### src/rtl/prime_seq_gen_if.sv
// Valid/ready stream carrying generated primes from prime_seq_gen to its consumer.
interface prime_seq_gen_if #(
  parameter int unsigned WIDTH = 8
);
  logic             out_valid;
  logic             out_ready;
  logic [WIDTH-1:0] out_data;

  // Producer side: drives data/valid, observes ready.
  modport master (output out_valid, output out_data, input out_ready);
  // Consumer side: observes data/valid, drives ready.
  modport slave  (input out_valid, input out_data, output out_ready);
endinterface

### src/rtl/prime_seq_gen.sv
// Ascending prime generator over [2, limit] using sequential trial division.
// One divisor is tried per cycle; each prime is offered on a valid/ready stream.
// Optional feature macro PRIME_GEN_COUNT_EN adds the prime_count output.
module prime_seq_gen #(
  parameter int unsigned WIDTH = 8
) (
  input  logic             clk,
  input  logic             rst,
  input  logic             start,
  input  logic             abort,
  input  logic [WIDTH-1:0] limit,
  prime_seq_gen_if.master  out,
  output logic             busy,
  output logic             done
`ifdef PRIME_GEN_COUNT_EN
  ,
  output logic [WIDTH-1:0] prime_count
`endif
);

  localparam int unsigned SQW = 2 * WIDTH;

  typedef enum logic [1:0] {
    IDLE = 2'd0,
    TEST = 2'd1,
    EMIT = 2'd2,
    DONE = 2'd3
  } state_t;

  state_t           state;
  logic [WIDTH-1:0] lim;
  logic [WIDTH-1:0] cand;
  logic [WIDTH-1:0] div;
  logic             valid_q;
  logic [WIDTH-1:0] data_q;
  logic [SQW-1:0]   sq;
  logic [WIDTH-1:0] rem;
  logic             last_cand;
`ifdef PRIME_GEN_COUNT_EN
  logic [WIDTH-1:0] cnt_q;
`endif

  // Trial-division datapath; div is never zero while in TEST/EMIT.
  assign sq        = SQW'(div) * SQW'(div);
  assign rem       = cand % div;
  assign last_cand = (cand == lim);

  assign out.out_valid = valid_q;
  assign out.out_data  = data_q;
`ifdef PRIME_GEN_COUNT_EN
  assign prime_count   = cnt_q;
`endif

  // Control FSM with registered outputs.
  always_ff @(posedge clk or posedge rst) begin
    if (rst) begin
      state   <= IDLE;
      lim     <= '0;
      cand    <= '0;
      div     <= '0;
      valid_q <= 1'b0;
      data_q  <= '0;
      busy    <= 1'b0;
      done    <= 1'b0;
`ifdef PRIME_GEN_COUNT_EN
      cnt_q   <= '0;
`endif
    end else begin
      done <= 1'b0;
      if (abort && (state != IDLE)) begin
        // Abort wins over everything, including a same-cycle handshake.
        state   <= IDLE;
        valid_q <= 1'b0;
        busy    <= 1'b0;
      end else begin
        case (state)
          IDLE: begin
            if (start) begin
              lim <= limit;
`ifdef PRIME_GEN_COUNT_EN
              cnt_q <= '0;
`endif
              if (limit < WIDTH'(2)) begin
                state <= DONE;
              end else begin
                cand  <= WIDTH'(2);
                div   <= WIDTH'(2);
                busy  <= 1'b1;
                state <= TEST;
              end
            end
          end
          TEST: begin
            if (sq > SQW'(cand)) begin
              data_q  <= cand;
              valid_q <= 1'b1;
              state   <= EMIT;
            end else if (rem == '0) begin
              if (last_cand) begin
                busy  <= 1'b0;
                state <= DONE;
              end else begin
                cand <= cand + WIDTH'(1);
                div  <= WIDTH'(2);
              end
            end else begin
              div <= div + WIDTH'(1);
            end
          end
          EMIT: begin
            if (out.out_ready) begin
              valid_q <= 1'b0;
`ifdef PRIME_GEN_COUNT_EN
              if (cnt_q != '1) cnt_q <= cnt_q + WIDTH'(1);
`endif
              if (last_cand) begin
                busy  <= 1'b0;
                state <= DONE;
              end else begin
                cand  <= cand + WIDTH'(1);
                div   <= WIDTH'(2);
                state <= TEST;
              end
            end
          end
          DONE: begin
            done  <= 1'b1;
            busy  <= 1'b0;
            state <= IDLE;
          end
          default: state <= IDLE;
        endcase
      end
    end
  end

endmodule
### src/flat_wrapper.sv
// flat-port wrapper written by rule: the top's interface ports become plain ports
module prime_seq_gen_flat 
#(
  parameter int unsigned WIDTH = 8
)
  (clk, rst, start, abort, limit, busy, done, out_out_valid, out_out_data, out_out_ready);
  prime_seq_gen_if #(.WIDTH(WIDTH)) out_i ();
  input  logic clk;
  input  logic rst;
  input  logic start;
  input  logic abort;
  input  logic [WIDTH-1:0] limit;
  output logic busy;
  output logic done;
  output wire logic [$bits(out_i.out_valid)-1:0] out_out_valid;
  output wire logic [$bits(out_i.out_data)-1:0] out_out_data;
  input wire logic [$bits(out_i.out_ready)-1:0] out_out_ready;
  assign out_out_valid = out_i.out_valid;
  assign out_out_data = out_i.out_data;
  assign out_i.out_ready = out_out_ready;
  prime_seq_gen #(.WIDTH(WIDTH)) u_core (.clk(clk), .rst(rst), .start(start), .abort(abort), .limit(limit), .out(out_i), .busy(busy), .done(done));
endmodule
### config.mk
export PLATFORM = sky130hd
export DESIGN_NAME = prime_seq_gen_flat
export DESIGN_NICKNAME = d
export VERILOG_FILES = /design/src/rtl/prime_seq_gen_if.sv /design/src/rtl/prime_seq_gen.sv /design/src/flat_wrapper.sv
export SDC_FILE = /design/constraint.sdc
export NUM_CORES = 1
export LEC_CHECK = 0
export CAP_MARGIN = 0
export CORE_ASPECT_RATIO = 0.6
export CORE_UTILIZATION = 37
export DETAILED_ROUTE_END_ITERATION = 12
export DONT_BUFFER_PORTS = 1
export GPL_TIMING_DRIVEN = 0
export SYNTH_ARGS = -nofsm -noshare
export SYNTH_HDL_FRONTEND = slang
export SYNTH_SLANG_ARGS = --single-unit
### constraint.sdc
create_clock -name clk -period 11.9 [get_ports clk]
set_input_delay 1.19 -clock clk [delete_from_list [all_inputs] [get_ports clk]]
set_output_delay 1.19 -clock clk [all_outputs]
set_load 0.02 [all_outputs]
==> results of run 1 <==
[per-layer routing]
layer | routed length (um) | track usage (%) | part of all wire [%]
met1 | 9840 | 35.7 | 53
met2 | 7530 | 27.9 | 41
met3 | 1060 | 3.88 | 5.7
met4 | 137 | 1.91 | 0.74
met5 | 0 | 0 | 0
[registers in the layout (all words and copies together), names as in the netlist]
register / cells
u_core.state: 2
u_core.out.out_data: 8
u_core.cand: 8
u_core.done: 1
u_core.lim: 8
u_core.div: 8
u_core.out.out_valid: 1
u_core.busy: 1
[worst max-delay path, delay by kind of cell (launching register included)]
family	cells	cell delay, ns
adders and majority gates	7	1.88
DFF	1	0.37
buffers and inverters	6	0.84
and+or+nand+nor	17	3.82
AOI/OAI and AO/OA	23	4.95
[final cells by class]
cell class | count | area, um^2
Buffer | 21 | 105
Clock buffer | 5 | 125
Clock inverter | 3 | 17.5
Fill cell | 1483 | 7840
Inverter | 68 | 263
Multi-Input combinational cell | 584 | 5410
Sequential cell | 37 | 930
Tap cell | 203 | 254
Timing Repair Buffer | 65 | 523
[timing repair]
action	in CTS	in global routing
gates resized for setup	60	94
buffers inserted	24	41
gates cloned	0	0
setup endpoints to repair	19	19
hold endpoints to repair	0	0
pin swaps	20	70
[cells in the final DEF (no fill, tap or decap), types with 4 or more instances in the layout]
cell type and n:
a21o_1 16, o21ai_2 6, a21oi_2 8, ha_2 4, or2_2 4, or3_1 7, mux2i_1 4, nand3_1 20
o2111ai_1 4, a211oi_2 4, o21ai_1 7, a211oi_4 4, or4_4 4, fa_1 25, nor2_1 56, nand2_1 50
ha_4 14, inv_1 63, nand4_1 10, nor2b_1 9, mux2_2 18, dfrtp_1 34, xnor2_1 26, ha_1 64
o21a_1 15, nand2b_1 4, a21oi_1 25, buf_6 9, o211ai_1 5, o31a_1 4, or4_1 4, clkbuf_16 5
o21ai_0 22, a21oi_4 4, nor3_1 19, clkbuf_1 15, buf_4 57
[cell families (layout without fill, tap and decap cells)]
kind of cell               Yosys count  after routing  synth area share, %
xor gates and xnor gates            29             29                 4.30
and+or+nand+nor                    227            227                 19.3
other                                2              2                0.127
DFF                                 37             37                 15.7
adders and majority gates          108            108                 26.2
muxes                               24             24                 4.45
buffers and inverters               89            162                 5.93
AOI/OAI and AO/OA                  194            194                 24.1
[final timing paths]
| check | from | to | slack, ns | cells past startpoint |
|---|---|---|---|---|
| worst max-delay path | u_core.div[4] | u_core.div[4] | -0.08 | 53 |
| worst min register to register | u_core.lim[1] | u_core.lim[1] | 0.54 | 1 |
| worst max register to register | u_core.div[4] | u_core.div[4] | -0.08 | 53 |
| max in group asynchronous | rst | u_core.div[7] | 10.39 | 1 |
| worst min-delay path | u_core.lim[1] | u_core.lim[1] | 0.54 | 1 |
| min in group asynchronous | rst | u_core.done | 0.94 | 1 |
[metrics by stage]
| stage | setup slack, ns | utilization, % | cell area [um^2] |
|---|---|---|---|
| 3_3_place_gp | -1.85 | 39.9 | 6160 |
| 2_1_floorplan | 0.368 | - | 5910 |
| 3_5_place_dp | -1.87 | 39.9 | 6160 |
| 4_1_cts | 0.0350 | 43.9 | 6790 |
| 5_1_grt | -0.520 | 49.3 | 7620 |
| 6_report | -0.0769 | 49.3 | 7620 |
==> run_results.csv, run 1 <==
group,metric,value,unit
layout,num_antenna_cells,0,
synthesis,synth_top_cells_by_area,"ha_1 17%, dfrtp_1 16%, fa_1 8.8%",
synthesis,synth_cell_type_count,82,
run,drv_cap,0,
synthesis,synth_top_cells_by_count,"82 x ha_1, 67 x inv_1, 59 x nor2_1",
worst_setup_path,critPathMaxFanout,8,
worst_setup_path,crit_top_cell,"ha_4",
synthesis,syn_nets,831,
synthesis,yosysWarnings,0,
clock_network,holdBufCountCts,0,
timing,clock.fmax,83.5,MHz
grt,grt_max_degree,38,
synthesis,syn_inst,710,
detailed_routing,drt_drc_violations_left,0,
layout,fin_cells,986,
clock_network,cts.sinks,37,
synthesis,async_flop_share,100,%
worst_setup_path,start_kind,"flop",
worst_setup_path,required,12.07,ns
timing,worstMarginPinSlew,1.20,ns
worst_setup_path,path_class,"flop to flop",
detailed_routing,dr.pass1.iters,5,
timing,min_period_over_period,101,%
floorplan,fp.dieW,165,um
place,routabilityCongestion,0.844,
timing,worst_slack,-0.0769,ns
place,dp_cells,913,
detailed_routing,postRouteAntennaNets,0,
outcome,violations,"negative setup slack",
synthesis,post-synth-top-count-cell,"ha_1",
detailed_routing,totalWireLength,18600,um
synthesis,synth_seq_cells,37,
grt,grt_pass1_vias,5005,
worst_setup_path,crit_path_end_kind,"flop",
grt,antenna_found_initial,0,
timing,slew_violations,0,
layout,layout.nets,903,
floorplan,ios,24,
floorplan,die_y,99.9,um
clock_network,cts_tree,"built",
synthesis,synthFlopType,"dfrtp_1",
timing,hold_slack,0.540,ns
floorplan,row_count,35,
detailed_routing,dr_total_vias,5694,
clock_network,cts_buffers,5,
grt,grt_usage,21.3,%
worst_setup_path,slowest_stage,"or4_4",
synthesis,yosysTopAreaCell,"ha_1",
clock_network,clk_pin_slew,0.07,ns
floorplan,die_area,16500,um^2
worst_setup_path,cpPeakStageDelay,0.56,ns
floorplan,start_util,38.2,%
clock_network,clockBufferDepth,2,
timing,skew,0.00719,ns
clock_network,insertion_delay,0.29,ns
timing,relSlewSlack,19.3,%
detailed_routing,via_per_inst,5.77,
grt,grt_pass1_wl,27400,um
synthesis,synth_edf_count,0,
synthesis,avgSynthCellArea,8.32,um^2
grt,overflow,0,
floorplan,core_area,15500,um^2
outcome,status,"complete, but fails checks",
timing,rsz0062_at_grt,"yes",
layout,syn2layout_area_growth,29.0,%
timing,tns,-0.421,ns
timing,hold_viol_final,0,
synthesis,synth_top_area_share,17.4,%
detailed_routing,wl_per_cell,18.8,um
timing,finalSetupViolCount,10,
clock_network,clock-root-buffer,"clkbuf_16",
worst_hold_path,hold_class,"flop to flop",
clock_network,htree_levels,2,
layout,drive_above_1_share,28.0,%
detailed_routing,drt_iter0_markers,481,
synthesis,netlist_area,5910,um^2
synthesis,yosysSeqAreaShare,15.7,%
place,portBuffers,0,
worst_setup_path,critPathArrivalTime,12.14,ns
timing,layout_min_cycle_time,11.98,ns
place,dp_hpwl,13000,um
Power of run 1 is left out: the tool's default activity adds up to more than one toggle a clock period on the data nets, which glitch-free logic cannot reach.
==> run 2: changes to the inputs <==
- ABC_AREA: unset -> 1
==> run 2 against run 1 <==
Net effect:
- first-iteration DRC count up 2.5%
- critical endpoint is now u_core.cand[7]
- the flow now finishes without violations
- wire length down 15%
- clock-buffer cell count unchanged
- die area up 2.4%
- critical path depth up 14
- cell area down 14%
- sequential share of layout area up 2.0 points
- synthesized cell count up 23%
- cell count up 11%
- highest routed layer unchanged
- maximum frequency up 11%
==> run_results.csv, run 2 <==
group,metric,value,unit
outcome,status,"complete, no violations",
clock_network,clock-root-buffer,"clkbuf_16",
clock_network,insertion_delay,0.29,ns
layout,mostFrequentLayoutCell,"nand2_1",
floorplan,ios,24,
synthesis,syn_inst,875,
worst_hold_path,hold_depth,2,
synthesis,yosysTopAreaCell,"ha_1",
synthesis,synth_seq_cells,37,
worst_hold_path,hold_class,"flop to flop",
worst_setup_path,critPathArrivalTime,10.92,ns
clock_network,holdBufCountCts,0,
synthesis,post-synth-top-count-cell,"nand2_1",
grt,antenna_found_initial,0,
synthesis,avgSynthCellArea,6.92,um^2
place,portBuffers,0,
clock_network,cts_tree,"built",
timing,layout_min_cycle_time,10.74,ns
floorplan,start_util,38.6,%
timing,clock.fmax,93.1,MHz
worst_setup_path,r2r_cells,67,
layout,syn2layout_area_growth,7.82,%
place,dp_hpwl,13000,um
worst_setup_path,crit_path_end_kind,"flop",
timing,slew_violations,0,
synthesis,async_flop_share,100,%
detailed_routing,wl_per_cell,14.5,um
worst_setup_path,crit_top_cell,"nand2_1",
floorplan,fp.dieW,167,um
grt,grt_usage,19.9,%
synthesis,netlist_area,6050,um^2
worst_setup_path,start_kind,"flop",
synthesis,yosysWarnings,0,
clock_network,cts_buffers,5,
detailed_routing,postRouteAntennaNets,0,
timing,finalSetupViolCount,0,
detailed_routing,via_per_inst,5.03,
worst_setup_path,slowest_stage,"dfrtp_1",
grt,grt_pass1_wl,26600,um
synthesis,yosysSeqAreaShare,15.3,%
grt,overflow,0,
timing,hold_viol_final,0,
timing,rsz0062_at_grt,"no",
worst_setup_path,critPathMaxFanout,10,
layout,layout_common_cells,"230 x nand2_1, 123 x inv_1, 82 x ha_1",
layout,layout.nets,1011,
timing,worst_slack,1.16,ns
synthesis,synth_cell_type_count,49,
detailed_routing,dr_total_vias,5499,
worst_setup_path,path_class,"flop to flop",
detailed_routing,drt_iter0_markers,493,
floorplan,die_y,101,um
detailed_routing,totalWireLength,15800,um
floorplan,core_area,15700,um^2
clock_network,cts.sinks,37,
grt,grt_max_degree,38,
worst_setup_path,cpPeakStageDelay,0.45,ns
run,drv_cap,0,
clock_network,clk_pin_slew,0.06,ns
clock_network,clockBufferDepth,2,
clock_network,htree_levels,2,
place,routabilityCongestion,0.848,
synthesis,synth_edf_count,0,
detailed_routing,drt_drc_violations_left,0,
floorplan,row_count,35,
place,dpl_worst_slack,1.03,ns
synthesis,syn_nets,996,
detailed_routing,dr.pass1.iters,5,
synthesis,synth_top_cells_by_area,"ha_1 17%, dfrtp_1 15%, nand2_1 14%",
timing,skew,0.00645,ns
worst_setup_path,r2r_slack,1.16,ns
timing,worstMarginPinSlew,0.831,ns
synthesis,synthFlopType,"dfrtp_1",
floorplan,die_area,16900,um^2
timing,min_period_over_period,90.3,%
timing,tns,0,ns
synthesis,synth_top_cells_by_count,"230 x nand2_1, 126 x inv_1, 82 x ha_1",
layout,drive_above_1_share,8.53,%
grt,grt_pass1_vias,5064,
timing,relSlewSlack,44.5,%
layout,final_core_util,41.6,%
synthesis,synth_top_area_share,17.0,%
worst_setup_path,required,12.08,ns
layout,num_antenna_cells,0,
run 2: changes by cell type in the layout (fill, tap and decap cells not counted), sizes merged, moves of 11 or more:
cell / before / now
o21ai: 38 / 50
inv: 66 / 131
a21o: 16 / 2
nand2: 52 / 241
buf: 70 / 16
nor2b: 11 / 0
nand3: 22 / 81
xor2: 3 / 37
mux2: 18 / 1
xnor2: 26 / 14
o21a: 18 / 0
nor2: 59 / 48
run 2: kinds of logic (layout without fill, tap and decap cells):
group	after synthesis	after routing	share of synthesized area, %
adders and majority gates	108	108	25.6
xor gates and xnor gates	51	51	7.38
AOI/OAI and AO/OA	104	104	10.3
buffers and inverters	158	174	10.1
DFF	37	37	15.3
muxes	1	1	0.186
and+or+nand+nor	414	414	31.0
other	2	2	0.124
run 2: through the flow:
step	hold WS, ns	cell area, um^2	std cells
final	0.520	6520	1094
after global routing	0.539	6520	1094
after CTS	0.521	6450	1086
after detailed placement	0.506	6300	1078
after global placement	0.499	6300	1078
after floorplan	0.467	6050	875
run 2: critical path, delay by kind of cell, from the launching register on:
family	cells	cell delay [ns]
buf+inv	9	1.02
simple gates	35	4.11
flops	1	0.45
fa+ha+maj	8	2.54
compound gates	15	2.50
run 2: final timing paths:
path                          startpoint              to
max                        u_core.div[0]  u_core.cand[7]
max in group asynchronous            rst   u_core.div[6]
min reg2reg                u_core.lim[6]   u_core.lim[6]
min in group asynchronous            rst     u_core.busy
max reg2reg                u_core.div[0]  u_core.cand[7]
min                        u_core.lim[6]   u_core.lim[6]
run 2: cell type report:
type,count,area [um^2]
fillers,1635,9150
multi-input cells,680,4520
flip-flops and latches,37,926
inverters,132,503
well taps,203,254
clock buffers,5,125
plain buffers,26,118
repair buffers,8,60.1
clock inverters,3,21.3
run 2: metal layers:
| layer | vias to the layer above | track usage (%) | share of wire [%] |
|---|---|---|---|
| li1 | 2849 | - | - |
| met3 | 4 | 3.57 | 7.3 |
| met2 | 171 | 25.0 | 33 |
| met5 | - | 0 | 0 |
| met1 | 2475 | 33.8 | 59 |
| met4 | 0 | 2.07 | 0.27 |
run 2: repair_timing:
item	4_1_cts	5_1_grt
endpoints found under the setup margin	0	19
hold endpoints to repair	0	0
buffers inserted	0	8
gates resized for setup	0	4
Power of run 2 is left out for the same reason.
==> run 3: changes to the inputs <==
- CTS_BUF_LIST: unset -> sky130_fd_sc_hd__clkbuf_4
==> run 3 against run 2 <==
Net effect:
- die area unchanged
- clock skew rose by 0.0029 ns
- worst hold slack better by 0.0099 ns
- cell count is 0.18% higher
- critical path depth unchanged
- cell area down 1.1%
- utilization decreased by 0.46 points
- flip-flop and latch count did not move
- first-iteration DRC count increased by 2.8%
- setup slack worse by 0.026 ns
- maximum frequency shrank 0.24%
- sequential share of layout area is 0.16 points higher
- critical path type unchanged
- largest cell class unchanged
==> run_results.csv, run 3 (synthesis gave the netlist of run 2 again) <==
group,metric,value,unit
outcome,status,"complete, no violations",
clock_network,clock-root-buffer,"clkbuf_4",
worst_setup_path,rr_startpoint,"u_core.div[0]",
layout,fillers,1642,
worst_setup_path,crit_path_end_kind,"flop",
clock_network,cts_tree,"built",
timing,hold_viol_final,0,
worst_hold_path,hp-start,"u_core.lim[6]",
worst_setup_path,required,12.17,ns
worst_setup_path,start_kind,"flop",
place,dp_cells,1078,
detailed_routing,drt_drc_violations_left,0,
floorplan,ios,24,
layout,fin_cells,1096,
worst_hold_path,min_to,"u_core.lim[6]",
grt,antenna_found_initial,0,
worst_setup_path,r2r_slack,1.13,ns
worst_setup_path,path_class,"flop to flop",
place,dp_hpwl,13000,um
floorplan,row_count,35,
floorplan,core_area,15700,um^2
place,portBuffers,0,
worst_hold_path,hold_depth,2,
clock_network,holdBufCountCts,0,
detailed_routing,via_per_inst,5.01,
clock_network,htree_levels,2,
clock_network,insertion_delay,0.37,ns
detailed_routing,dr.pass1.iters,5,
clock_network,clk_pin_slew,0.13,ns
grt,grt_max_degree,38,
grt,grt_pass1_vias,5060,
floorplan,die_y,101,um
worst_setup_path,worstReg2RegEnd,"u_core.cand[7]",
worst_setup_path,critPathMaxFanout,10,
clock_network,cts.sinks,37,
timing,min_period_over_period,90.5,%
layout,syn2layout_area_growth,6.62,%
detailed_routing,drt_iter0_markers,507,
detailed_routing,totalWireLength,15700,um
layout,multi_input_area,4520,um^2
layout,num_antenna_cells,0,
detailed_routing,dr_total_vias,5494,
timing,slew_violations,0,
worst_setup_path,critPathArrivalTime,11.04,ns
run,drv_cap,0,
layout,layout_common_cells,"230 x nand2_1, 123 x inv_1, 82 x ha_1",
grt,grt_usage,19.7,%
worst_hold_path,hold_class,"flop to flop",
worst_setup_path,slowest_stage,"dfrtp_1",
clock_network,cts_buffers,5,
clock_network,clockBufferDepth,2,
timing,layout_min_cycle_time,10.77,ns
worst_setup_path,cpPeakStageDelay,0.48,ns
layout,mostFrequentLayoutCell,"nand2_1",
layout,layout.nets,1013,
timing,relSlewSlack,42.5,%
detailed_routing,wl_per_cell,14.3,um
floorplan,fp.dieW,167,um
grt,grt_pass1_wl,26500,um
layout,drive_above_1_share,8.73,%
place,routabilityCongestion,0.848,
timing,clock.fmax,92.8,MHz
floorplan,die_area,16900,um^2
worst_setup_path,r2r_cells,67,
timing,worstMarginPinSlew,0.861,ns
floorplan,start_util,38.6,%
grt,overflow,0,
detailed_routing,postRouteAntennaNets,0,
timing,skew,0.00938,ns
worst_setup_path,crit_top_cell,"nand2_1",
timing,finalSetupViolCount,0,
timing,tns,0,ns
layout,ff_latch_area,926,um^2
==> run 3: changes by cell type in the layout (fill, tap and decap cells not counted) <==
| cell | change |
|---|---|
| clkbuf_16 | -5 |
| clkbuf_4 | +5 |
| buf_4 | +2 |
==> run 3: cell type report <==
type / instances / share of cell area [%]
buffer: 26 / 1.82
clock buffer: 5 / 0.582
clock inverter: 3 / 0.330
inverter: 132 / 7.80
multi-input combinational: 680 / 70.0
sequential: 37 / 14.4
tap: 203 / 3.94
timing repair buffer: 10 / 1.16
==> run 3: worst max-delay path: cells and delay by family, from the launching register on <==
kind            cells  cell delay [ns]
simple gates       35             4.08
flops               1             0.48
fa+ha+maj           8             2.54
buf+inv             9             1.02
compound gates     15             2.53
==> run 3: worst max path at each step <==
stage	from	slack, ns	to	depth (start not counted)
after floorplan	u_core.div[0]	2.82	u_core.cand[7]	67
after global placement	u_core.div[1]	0.93	u_core.div[6]	65
after detailed placement	u_core.div[1]	1.03	u_core.cand[7]	67
after CTS	u_core.div[1]	0.97	u_core.cand[7]	67
after global routing	u_core.div[0]	-0.001	u_core.div[5]	69
final	u_core.div[0]	1.13	u_core.cand[7]	67
==> run 3: routing by layer <==
metal	part of all wire, %	wire length [um]	vias up	GRT usage (%)
li1	-	-	2850	-
met5	0	0	-	0
met3	6.9	1090	2	3.38
met1	60	9400	2471	33.8
met4	0.12	19	0	1.50
met2	33	5220	171	24.9
==> run 3: repair_timing <==
item	in CTS	in global routing
buffers inserted	0	10
resized for setup	0	4
setup endpoints to repair	0	19
==> run 3: through the flow <==
| step | util [%] | hold slack, ns | area, um^2 | setup slack [ns] |
|---|---|---|---|---|
| after floorplan | - | 0.467 | 6050 | 2.82 |
| after global placement | 40.2 | 0.499 | 6300 | 0.930 |
| after detailed placement | 40.2 | 0.506 | 6300 | 1.03 |
| after CTS | 40.6 | 0.538 | 6360 | 0.969 |
| after global routing | 41.1 | 0.557 | 6450 | -0.00135 |
| final | 41.1 | 0.530 | 6450 | 1.13 |
Power of run 3 is left out for the same reason.
